`src/rtl/video_timing.sv`:
```
// Raster timing generator: pixel enable, sync/blank strobes and pixel coordinates
// for a 320x240 raster with NTSC or PAL vertical timing switched on frame boundaries.
module video_timing #(
  parameter int unsigned CLK_DIV   = 4,
  parameter int unsigned H_ACTIVE  = 320,
  parameter int unsigned H_FP      = 16,
  parameter int unsigned H_SYNC    = 32,
  parameter int unsigned H_BP      = 32,
  parameter int unsigned V_ACTIVE  = 240,
  parameter int unsigned V_SYNC    = 3,
  parameter int unsigned V_FP_NTSC = 3,
  parameter int unsigned V_BP_NTSC = 16,
  parameter int unsigned V_FP_PAL  = 28,
  parameter int unsigned V_BP_PAL  = 41
) (
  input  logic       clk,
  input  logic       reset_in,
  input  logic       pal,
  output logic       ce_pixel,
  output logic       hs,
  output logic       vs,
  output logic       hblank,
  output logic       vblank,
  output logic       de,
  output logic [9:0] hcount,
  output logic [8:0] vcount,
  output logic       frame_start,
  output logic       pal_active
);

  localparam int unsigned H_TOTAL   = H_ACTIVE + H_FP + H_SYNC + H_BP;
  localparam int unsigned V_TOTAL_N = V_ACTIVE + V_FP_NTSC + V_SYNC + V_BP_NTSC;
  localparam int unsigned V_TOTAL_P = V_ACTIVE + V_FP_PAL + V_SYNC + V_BP_PAL;
  localparam int unsigned DIV_W     = (CLK_DIV > 1) ? $clog2(CLK_DIV) : 1;

  localparam logic [DIV_W-1:0] DIV_LAST = DIV_W'(CLK_DIV - 1);

  localparam logic [9:0] H_LAST   = 10'(H_TOTAL - 1);
  localparam logic [9:0] H_ACT    = 10'(H_ACTIVE);
  localparam logic [9:0] HS_START = 10'(H_ACTIVE + H_FP);
  localparam logic [9:0] HS_END   = 10'(H_ACTIVE + H_FP + H_SYNC - 1);

  localparam logic [8:0] V_ACT      = 9'(V_ACTIVE);
  localparam logic [8:0] V_LAST_N   = 9'(V_TOTAL_N - 1);
  localparam logic [8:0] V_LAST_P   = 9'(V_TOTAL_P - 1);
  localparam logic [8:0] VS_START_N = 9'(V_ACTIVE + V_FP_NTSC);
  localparam logic [8:0] VS_END_N   = 9'(V_ACTIVE + V_FP_NTSC + V_SYNC - 1);
  localparam logic [8:0] VS_START_P = 9'(V_ACTIVE + V_FP_PAL);
  localparam logic [8:0] VS_END_P   = 9'(V_ACTIVE + V_FP_PAL + V_SYNC - 1);

  if (CLK_DIV < 1) begin : g_bad_div
    $error("video_timing: CLK_DIV must be at least 1");
  end
  if (H_TOTAL > 1024) begin : g_bad_h
    $error("video_timing: horizontal total does not fit a 10-bit counter");
  end
  if ((V_TOTAL_N > 512) || (V_TOTAL_P > 512)) begin : g_bad_v
    $error("video_timing: vertical total does not fit a 9-bit counter");
  end

  logic [DIV_W-1:0] div_q, div_d;
  logic             ce_pixel_q, ce_pixel_d;
  logic [9:0]       hcount_q, hcount_d;
  logic [8:0]       vcount_q, vcount_d;
  logic             hs_q, hs_d;
  logic             vs_q, vs_d;
  logic             hblank_q, hblank_d;
  logic             vblank_q, vblank_d;
  logic             de_q, de_d;
  logic             frame_start_q, frame_start_d;
  logic             pal_active_q, pal_active_d;

  logic       tick;
  logic       h_wrap;
  logic       v_wrap;
  logic [8:0] v_last;
  logic [8:0] vs_start;
  logic [8:0] vs_end;

  always_comb begin
    tick          = (div_q == DIV_LAST);
    div_d         = tick ? '0 : div_q + DIV_W'(1);
    ce_pixel_d    = tick;
    hcount_d      = hcount_q;
    vcount_d      = vcount_q;
    hs_d          = hs_q;
    vs_d          = vs_q;
    hblank_d      = hblank_q;
    vblank_d      = vblank_q;
    de_d          = de_q;
    frame_start_d = 1'b0;
    pal_active_d  = pal_active_q;
    // Frame geometry always follows the mode latched at the last frame start.
    v_last        = pal_active_q ? V_LAST_P   : V_LAST_N;
    vs_start      = pal_active_q ? VS_START_P : VS_START_N;
    vs_end        = pal_active_q ? VS_END_P   : VS_END_N;
    h_wrap        = (hcount_q == H_LAST);
    v_wrap        = (vcount_q == v_last);

    if (tick) begin
      hcount_d = h_wrap ? 10'd0 : hcount_q + 10'd1;
      if (h_wrap) begin
        vcount_d = v_wrap ? 9'd0 : vcount_q + 9'd1;
      end
      frame_start_d = h_wrap && v_wrap;
      if (frame_start_d) begin
        pal_active_d = pal;
      end
      // Strobes decode the new position so they align with the counters.
      hblank_d = (hcount_d >= H_ACT);
      hs_d     = !((hcount_d >= HS_START) && (hcount_d <= HS_END));
      vblank_d = (vcount_d >= V_ACT);
      vs_d     = !((vcount_d >= vs_start) && (vcount_d <= vs_end));
      de_d     = !(hblank_d || vblank_d);
    end
  end

  always_ff @(posedge clk or negedge reset_in) begin
    if (!reset_in) begin
      div_q         <= '0;
      ce_pixel_q    <= 1'b0;
      hcount_q      <= H_LAST;
      vcount_q      <= V_LAST_N;
      hs_q          <= 1'b1;
      vs_q          <= 1'b1;
      hblank_q      <= 1'b1;
      vblank_q      <= 1'b1;
      de_q          <= 1'b0;
      frame_start_q <= 1'b0;
      pal_active_q  <= 1'b0;
    end else begin
      div_q         <= div_d;
      ce_pixel_q    <= ce_pixel_d;
      hcount_q      <= hcount_d;
      vcount_q      <= vcount_d;
      hs_q          <= hs_d;
      vs_q          <= vs_d;
      hblank_q      <= hblank_d;
      vblank_q      <= vblank_d;
      de_q          <= de_d;
      frame_start_q <= frame_start_d;
      pal_active_q  <= pal_active_d;
    end
  end

  assign ce_pixel    = ce_pixel_q;
  assign hs          = hs_q;
  assign vs          = vs_q;
  assign hblank      = hblank_q;
  assign vblank      = vblank_q;
  assign de          = de_q;
  assign hcount      = hcount_q;
  assign vcount      = vcount_q;
  assign frame_start = frame_start_q;
  assign pal_active  = pal_active_q;

endmodule
```
`config.mk`:
```
export PLATFORM = sky130hd
export DESIGN_NAME = video_timing
export DESIGN_NICKNAME = d
export VERILOG_FILES = /design/src/rtl/video_timing.sv
export SDC_FILE = /design/constraint.sdc
export NUM_CORES = 1
export LEC_CHECK = 0
export CORE_MARGIN = 2
export CORE_UTILIZATION = 49
export DETAILED_ROUTE_END_ITERATION = 10
export HOLD_SLACK_MARGIN = 0.08
export PLACE_DENSITY = 0.76
export SYNTH_ARGS = -nofsm -noshare
export SYNTH_HDL_FRONTEND = slang
export SYNTH_SLANG_ARGS = --single-unit
export TNS_END_PERCENT = 30
```
`constraint.sdc`:
```
create_clock -name clk -period 2.85 [get_ports clk]
set_clock_uncertainty 0.05 [all_clocks]
set_input_delay 0.285 -clock clk [delete_from_list [all_inputs] [get_ports clk]]
set_output_delay 0.285 -clock clk [all_outputs]
set_load 0.1 [all_outputs]
```
== Word-level counts from Yosys, hierarchy flattened ==
Cells that the tools add are included.
Cells by class
  $add $sub $neg: 3
  $lt $le $gt $ge: 6
  equality and inequality tests: 3
  mux-type cells: 9
  reductions and logical operators: 8
Operator list (number)
  $mux 9: 5
  $ge 10x9->1 const B: 2
  $add 10x1->10 const B: 1
  $eq 10x9->1 const B: 1
  $le 10x9->1 const B: 1
  $mux 10: 1
  $add 9x1->9 const B: 1
  $eq 9x9->1: 1
  $ge 9x8->1 const B: 1
  $ge 9x9->1: 1
  $le 9x9->1: 1
  $mux 6: 1
  $logic_and 1x1->1: 3
  $logic_not 1->1: 3
  $add 2x1->2 const B: 1
  $eq 2x2->1 const B: 1
  $mux 2: 1
  $reduce_and 2->1: 1
  $logic_or 1x1->1: 1
  $mux 1: 1
Storage, ports and cells
  bits in registers: 29
  input port bits: 3
  output and inout bits: 27
  word-level logic and storage cells: 40

== Depth between registers and ports, before layout ==
Gate-level depths: netlist of run 1.
  depth after elaboration: 8
  gate-level depth with buffers: 14
  mapped depth without buffers: 12

== Least setup slack after synthesis of run 1 ==
Ideal clock, no wire load.
  path kind: reg-to-reg
  from: reg hcount_q[1], in the netlist hcount[1]
  to: reg vs_q, in the netlist vs
  library setup time: 0.065 ns
  arrival: 3.337 ns
  data required time: 2.735 ns
  path slack: -0.602 ns
  stages on the path, launching flop included: 14
  buffers on the path: 2
  clock period less this slack: 3.452 ns
  cells stage by stage: dfstp_2 > ha_1 > and3_1 > clkbuf_1 > nand3_1 > buf_2 > nor4_1 > xor2_1 > ha_1 > nand4_1 > nor3_1 > o21a_1 > o221ai_1 > nand3_1
On the way
  word-level cells in the longest chain between the ends: 6
  elaborated cells between the ends (all ways): 7
  those cells by class: order compare: 2; eq/ne: 1; mux: 2; reduce/logical: 2
Ends and longest elaborated chain
  start, declared: line 63  | logic [9:0] hcount_q, hcount_d;
  start signal, assigned: line 134  | hcount_q <= hcount_d;
  $eq 10x9->1 (*): line 97  | h_wrap = (hcount_q == H_LAST);
  $mux 9 (*): line 102  | if (h_wrap) begin
  $mux 9 (*): line 100  | if (tick) begin
  $ge 9x9->1 / $le 9x9->1 (equally long branches): line 113  | vs_d = !((vcount_d >= vs_start) && (vcount_d <= vs_end));
  $logic_and 1x1->1 (*): line 113
  $logic_not 1->1 (*): line 113
  end signal, assigned: line 137  | vs_q <= vs_d;
  end, declared: line 66  | logic vs_q, vs_d;
Mark *: on every way between the ends. The rest lies on a longest branch, timed or not. The select of a mux whose other input is x is not followed.
A chain may end at the register's enable or synchronous reset.

== Worst setup path after layout of run 1 ==
  from: reg vcount_q[1], in the netlist vcount[1]
  to: reg vs_q, in the netlist vs
On the way
  word-level cells in the longest chain between the ends: 7
  elaborated cells between the ends (all ways): 9
  those cells by class: add/sub: 1; order compare: 2; eq/ne: 1; mux: 3; reduce/logical: 2
Ends and longest elaborated chain
  start, declared: line 64  | logic [8:0] vcount_q, vcount_d;
  start signal, assigned: line 135  | vcount_q <= vcount_d;
  $add 9x1->9 / $eq 9x9->1 (equally long branches): line 103, 98
  $mux 9: line 103  | vcount_d = v_wrap ? 9'd0 : vcount_q + 9'd1;
  $mux 9 (*): line 102
  $mux 9 (*): line 100
  $ge 9x9->1 / $le 9x9->1 (equally long branches): line 113
  $logic_and 1x1->1 (*): line 113
  $logic_not 1->1 (*): line 113
Marks and branches as above.

==> results of run 1 <==
[cells in the final DEF, fill, tap and decap left out, types with 2 or more instances in the layout]
cell type,instances
nor3b_1,3
nor2_1,14
buf_4,59
o21ai_0,13
dfrtp_1,8
a21oi_1,10
o31ai_1,3
a41oi_1,2
xnor2_1,13
xor2_1,3
o211ai_1,3
dfstp_4,8
dfstp_2,5
clkdlybuf4s50_1,2
o21bai_1,2
nor3_1,5
o21ai_1,4
nand2_1,22
nor2b_1,2
nand4_1,7
clkbuf_8,5
a31oi_1,2
ha_1,13
and3_1,4
dfrtp_4,7
nand3_1,14
mux2_2,4
o22a_1,2
inv_1,10
[layout make-up]
type,instances,area share (%)
multi-input combinational,172,45.3
sequential,29,29.6
timing repair buffer,61,17.1
clock buffer,5,2.55
tap,50,2.32
clock inverter,3,1.71
inverter,10,1.39
[through the flow]
step	hold slack [ns]	area [sq um]	worst slack [ns]	power, mW	TNS [ns]
after floorplan	-0.0606	2130	-0.175	0.419	-0.175
after global placement	0.365	2580	-0.0573	0.432	-0.0573
after detailed placement	0.378	2580	-0.0567	0.432	-0.0567
after CTS	0.388	2690	-0.117	0.868	-0.117
after global routing	0.419	2700	-0.286	0.884	-0.286
final	0.381	2700	-0.106	0.861	-0.106
[routing by layer]
| layer | vias to the layer above | wire [um] |
|---|---|---|
| li1 | 931 | - |
| met1 | 898 | 2270 |
| met2 | 72 | 2410 |
| met3 | 6 | 370 |
| met4 | 0 | 54 |
| met5 | - | 0 |
[worst max-delay path: cells and delay by family (launching register included)]
family                   cells  cell delay [ns]
flip-flops                   1             0.47
AO/OA/AOI/OAI                4             0.83
adder cells (fa/ha/maj)      1             0.35
AND/OR/NAND/NOR              6             1.18
[synthesized netlist by cell type (all sizes together) (3+ instances only)]
| library cell | instances |
|---|---|
| a21oi | 10 |
| and3 | 5 |
| buf | 7 |
| clkbuf | 8 |
| dfrtp | 16 |
| dfstp | 13 |
| ha | 14 |
| inv | 10 |
| mux2 | 4 |
| nand2 | 22 |
| nand3 | 15 |
| nand4 | 7 |
| nor2 | 14 |
| nor3 | 6 |
| nor3b | 3 |
| o211ai | 3 |
| o21ai | 17 |
| o31ai | 4 |
| xnor2 | 13 |
| xor2 | 3 |
[final timing paths]
path,from,end,slack [ns],cells past startpoint
min reg2reg,div_q[0]$_DFF_PN0_,div_q[0]$_DFF_PN0_,0.38,1
max in group asynchronous,reset_in,hcount[7]$_DFFE_PN1P_,1.61,2
min in group asynchronous,reset_in,hcount[4]$_DFFE_PN0P_,0.41,1
max reg2reg,vcount[1]$_DFFE_PN0P_,vs$_DFFE_PN1P_,-0.11,11
max,vcount[1]$_DFFE_PN0P_,vs$_DFFE_PN1P_,-0.11,11
min,div_q[0]$_DFF_PN0_,div_q[0]$_DFF_PN0_,0.38,1
[kinds of logic (layout without fill, tap and decap cells)]
logic type	Yosys count	after routing	synth area share, %
multiplexers	4	4	2.23
AND/OR/NAND/NOR	85	85	22.4
XOR/XNOR	16	16	6.94
flip-flops	29	29	36.7
adder cells (fa/ha/maj)	14	14	8.67
buffers and inverters	25	79	5.02
AO/OA/AOI/OAI	53	53	18.0
[power groups by stage]
stage	Sequential [mW]	Clock, mW	Combinational (mW)
5_1_grt	0.411	0.459	0.0145
3_5_place_dp	0.419	0	0.0133
6_report	0.411	0.436	0.0126
3_3_place_gp	0.419	0	0.0131
2_1_floorplan	0.419	0	0.0000160
4_1_cts	0.411	0.443	0.0133
[repair_timing]
action                                  in CTS  in global routing
pin swaps                                    0                  0
endpoints found under the setup margin       1                  1
hold endpoints to repair                     0                  0
cloned                                       0                  0
gates resized for setup                      0                  4
==> out/qor.csv, run 1 <==
metric,value,unit
p_comb_share,1.5,%
routedWlPerCell,15.4,um
path_cells,or4_4 > a2111oi_4 > nor2b_1 > o21ai_1 > o31ai_2 > ha_1 > nand4_1 > nor2_1 > nand3_1 > o221ai_1 > nand3_1,
hold_viol,0,
die_y,68.2,um
fmax,0.338,GHz
vias_per_cell,5.78,
fp-row-count,23,
drcViolationCount,0,
p_per_area,319,nW/um^2
violations,setup timing,
slew_violations,0,
core_area,3970,sq um
finalNonFillerCells,330,
grt_pass1_wl,8420,um
clkSinkCount,29,
routed_wirelength,5100,um
required,3.00,ns
dr.first_iter.drc_count,123,
ys_top_cells_by_area,"dfrtp_1 20%, dfstp_2 17%, ha_1 8.7%",
io_pins,30,
netlist_instances,226,
largest_reg_flops,10,
hp-class,reg -> reg,
cp-start-kind,register,
fin_nets,296,
finalCriticalPeriod,2.96,ns
placed_cells,322,
cp_slowest_stage_delay,0.55,ns
critPathCaptureType,register,
postCtsHoldBufs,0,
port-buffer-count,29,
cpMaxStageDelayCell,or4_4,
post-route-period-util,104,%
seqCellArea,800,sq um
clock_latency,0.29,ns
top_usage_layer,met2,
p_leak,1.12,nW
num_antenna_cells,0,
clk_pin_slew,0.07,ns
yosysTopAreaCellShare,19.8,%
crit_path_frequent_cell,nand3_1,
met1_usage,34.7,%
final_util,68.0,%
synth-edff-count,0,
switching_share,21.3,%
tritoncts,yes,
sequentialPowerShare,47.8,%
p_int,677,uW
grt_pass1_vias,1749,
cts_max_level,2,
relSlewSlack,45.5,%
rsz0062_at_grt,yes,
netSwitchingPower,184,uW
numCtsBuffers,5,
async_flop_share,100,%
via_count,1907,
netlist_area,2020,sq um
cts_setup_buffers,0,
met3_usage,5.59,%
syn-num-nets,243,
num-fill-cells,323,
die-area,4650,sq um
ys_types,50,
drive_gt1_share,37.1,%
grt_use_total,24.8,%
multi_input_area,1220,sq um
synth_top_cell_by_area,dfrtp_1,
status,"complete, but fails checks",
irDropWorstVdd,0.000298,V
worst_slew_pin_slew,0.814,ns
drv_cap,0,
path_class,reg -> reg,
start_util,50.9,%
setup_ws,-0.106,ns
crit_fanout,4,
finalSetupViolCount,1,
ys_warn_count,0,
arrival,3.11,ns
cts-root-buf,clkbuf_8,
grt_max_degree,21,
gp_congestion,0.857,
antenna_left,0,
gr-total-overflow,0,
yosys_most_used_dff,dfrtp_1,
antenna_found_initial,0,
area_delta_synth_final,33.8,%
avgSynthCellArea,8.94,sq um
dpl.hpwl,3720,um
ys_seq_area_share,36.7,%
use_met2,38.3,%
clkPwrFrac,50.7,%
clock_path_buffers,2,
die_w,68.2,um
dr.pass1.iters,4,
ys_ff_latch,29,
Power figures use the tool's default switching activity.
==> inputs of run 2 (changes only) <==
CORE_MARGIN = not set   (was 2)
RECOVER_POWER = 100   (was not set)
==> run 2 against run 1 <==
Compared with the run above: the flow finishes with violations (capacitance limit, slew limit, setup timing); combinational power down 19%; largest power group is now registers; critical endpoint unchanged; final cell count is 1.2% lower; die area fell by 5.8%; routed wire length increased by 1.8%; setup slack got worse by 0.012 ns.
==> out/qor.csv, run 2 (synthesis results as in run 1) <==
metric,value,unit,change
crit_fanout,6,,+2
area_delta_synth_final,28.6,%,
die_y,66.2,um,-2.9%
post-route-period-util,104,%,+0.41 points
io_pins,30,,unchanged
antenna_found_initial,0,,unchanged
layout_commonest_cell,clkbuf_1,,
start_util,53.2,%,+2.3 points
cts-root-buf,clkbuf_8,,
worst_slew_pin_slew,1.51,ns,+0.693 ns
cts_max_level,2,,unchanged
violations,"capacitance limit, slew limit, setup timing",,
fp-row-count,22,,-4.3%
grt_use_total,26.4,%,+1.6 points
drv_cap,1,,+1
grt_pass1_vias,1829,,+4.6%
relSlewSlack,-0.518,%,-46 points
largest_reg_flops,10,,unchanged
dpl.hpwl,3850,um,+3.3%
numCtsBuffers,5,,unchanged
crit_buf_inv,1,,+1
slew_violations,30,,+30
via_count,1919,,+0.63%
fmax,0.337,GHz,-0.40%
num-fill-cells,327,,+1.2%
drive_gt1_share,27.7,%,-9.4 points
fin_nets,294,,-0.68%
irDropWorstVdd,0.000278,V,-6.8%
clk_pin_slew,0.06,ns,about the same
clock_latency,0.29,ns,about the same
final_cell_mix,"31 x clkbuf_1, 26 x buf_4, 22 x nand2_1",,
dr.first_iter.drc_count,98,,-20%
postCtsHoldBufs,0,,unchanged
routedWlPerCell,15.9,um,+3.1%
tns,-0.117,ns,-0.0117 ns
crit_path_frequent_cell,nand3_1,,
p_per_area,308,nW/um^2,-3.3%
gr-total-overflow,0,,unchanged
p_leak,0.988,nW,-12%
core_area,3800,sq um,-4.3%
cpMaxStageDelayCell,or4_4,,
status,"complete, but fails checks",,
hold_slack,0.398,ns,+0.0178 ns
drcViolationCount,0,,unchanged
clkSinkCount,29,,unchanged
routed_wirelength,5190,um,+1.8%
critPathCaptureType,register,,
path_class,reg -> reg,,
path_cells,or4_4 > a2111oi_4 > buf_4 > and2_2 > nor2_1 > ha_1 > nand4_1 > nor2_2 > nand3_1 > o221ai_1 > nand3_1,,
power,800,uW,-7.0%
hold_viol,0,,unchanged
arrival,3.12,ns,about the same
required,3.01,ns,about the same
cts_setup_buffers,0,,unchanged
cp_slowest_stage_delay,0.55,ns,about the same
finalSetupViolCount,1,,unchanged
rsz0062_at_grt,yes,,
vias_per_cell,5.89,,+1.9%
cp-start-kind,register,,
tritoncts,yes,,
die_w,66.2,um,-2.9%
dr.pass1.iters,4,,unchanged
die-area,4380,sq um,-5.8%
setup_ws,-0.117,ns,-0.0117 ns
clock_path_buffers,2,,unchanged
critPathTopFamily,simple AND/OR/NAND/NOR gates,,
grt_pass1_wl,8520,um,+1.2%
finalCriticalPeriod,2.97,ns,+0.0117 ns
gp_congestion,0.869,,+1.4%
num_antenna_cells,0,,unchanged
grt_max_degree,30,,+43%
antenna_left,0,,unchanged
hp-class,reg -> reg,,
port-buffer-count,29,,unchanged
## run 2: cell count changes in the layout (fill, tap and decap cells not counted), moves of 2 or more
cell / before / now
buf_4: 59 / 26
clkbuf_1: 0 / 31
ha_1: 13 / 11
clkbuf_8: 5 / 7
## run 2: final cells by class
cell class	count	area, sq um	area share, %
Clock buffer	7	96.3	3.71
Clock inverter	1	5.00	0.193
Inverter	10	37.5	1.45
Multi-Input combinational cell	172	1270	48.8
Sequential cell	29	800	30.8
Tap cell	48	60.1	2.31
Timing Repair Buffer	59	332	12.8
## run 2: path summary, 6_finish.rpt
check,from,to,slack [ns],cells past startpoint
max reg2reg,vcount[1]$_DFFE_PN0P_,vs$_DFFE_PN1P_,-0.12,11
min reg2reg,div_q[0]$_DFF_PN0_,div_q[0]$_DFF_PN0_,0.40,1
max,vcount[1]$_DFFE_PN0P_,vs$_DFFE_PN1P_,-0.12,11
min,div_q[0]$_DFF_PN0_,div_q[0]$_DFF_PN0_,0.40,1
min in group asynchronous,reset_in,hcount[5]$_DFFE_PN0P_,0.85,2
max in group asynchronous,reset_in,pal_active$_DFFE_PN0P_,0.83,2
## run 2: metrics by stage
step                instance area (sq um)  instances  util [%]  setup slack (ns)
global route                         2600        326      68.4            -0.232
finish                               2600        326      68.4            -0.117
global placement                     2560        318      67.4          -0.00219
floorplan                            2130        226         -            -0.175
CTS                                  2690        326      70.8           -0.0414
detailed placement                   2560        318      67.4           -0.0602
## run 2: timing repair
| item | 4_1_cts | 5_1_grt |
|---|---|---|
| gates cloned | 0 | 0 |
| resized for setup | 6 | 5 |
| endpoints found under the setup margin | 1 | 1 |
| pin swaps | 1 | 4 |
## run 2: layer usage
metal / vias up / share of wire (%) / global-route usage [%]
li1: 928 / - / -
met1: 904 / 45 / 34.9
met2: 74 / 46 / 40.1
met3: 13 / 6.8 / 6.55
met4: 0 / 2.4 / 12.8
met5: - / 0 / 0
## run 2: report_power, final
| group | internal (mW) | switching (mW) |
|---|---|---|
| sequential | 0.412 | 0 |
| combinational | 0.00238 | 0.00784 |
| clock | 0.218 | 0.161 |
## run 2: worst reg2reg max path: cells and delay by family, from the launching register on
kind / cells / cell delay, ns
and+or+nand+nor: 7 / 1.34
buffers and inverters: 1 / 0.21
DFF: 1 / 0.47
adders and majority gates: 1 / 0.28
AOI/OAI and AO/OA: 2 / 0.53
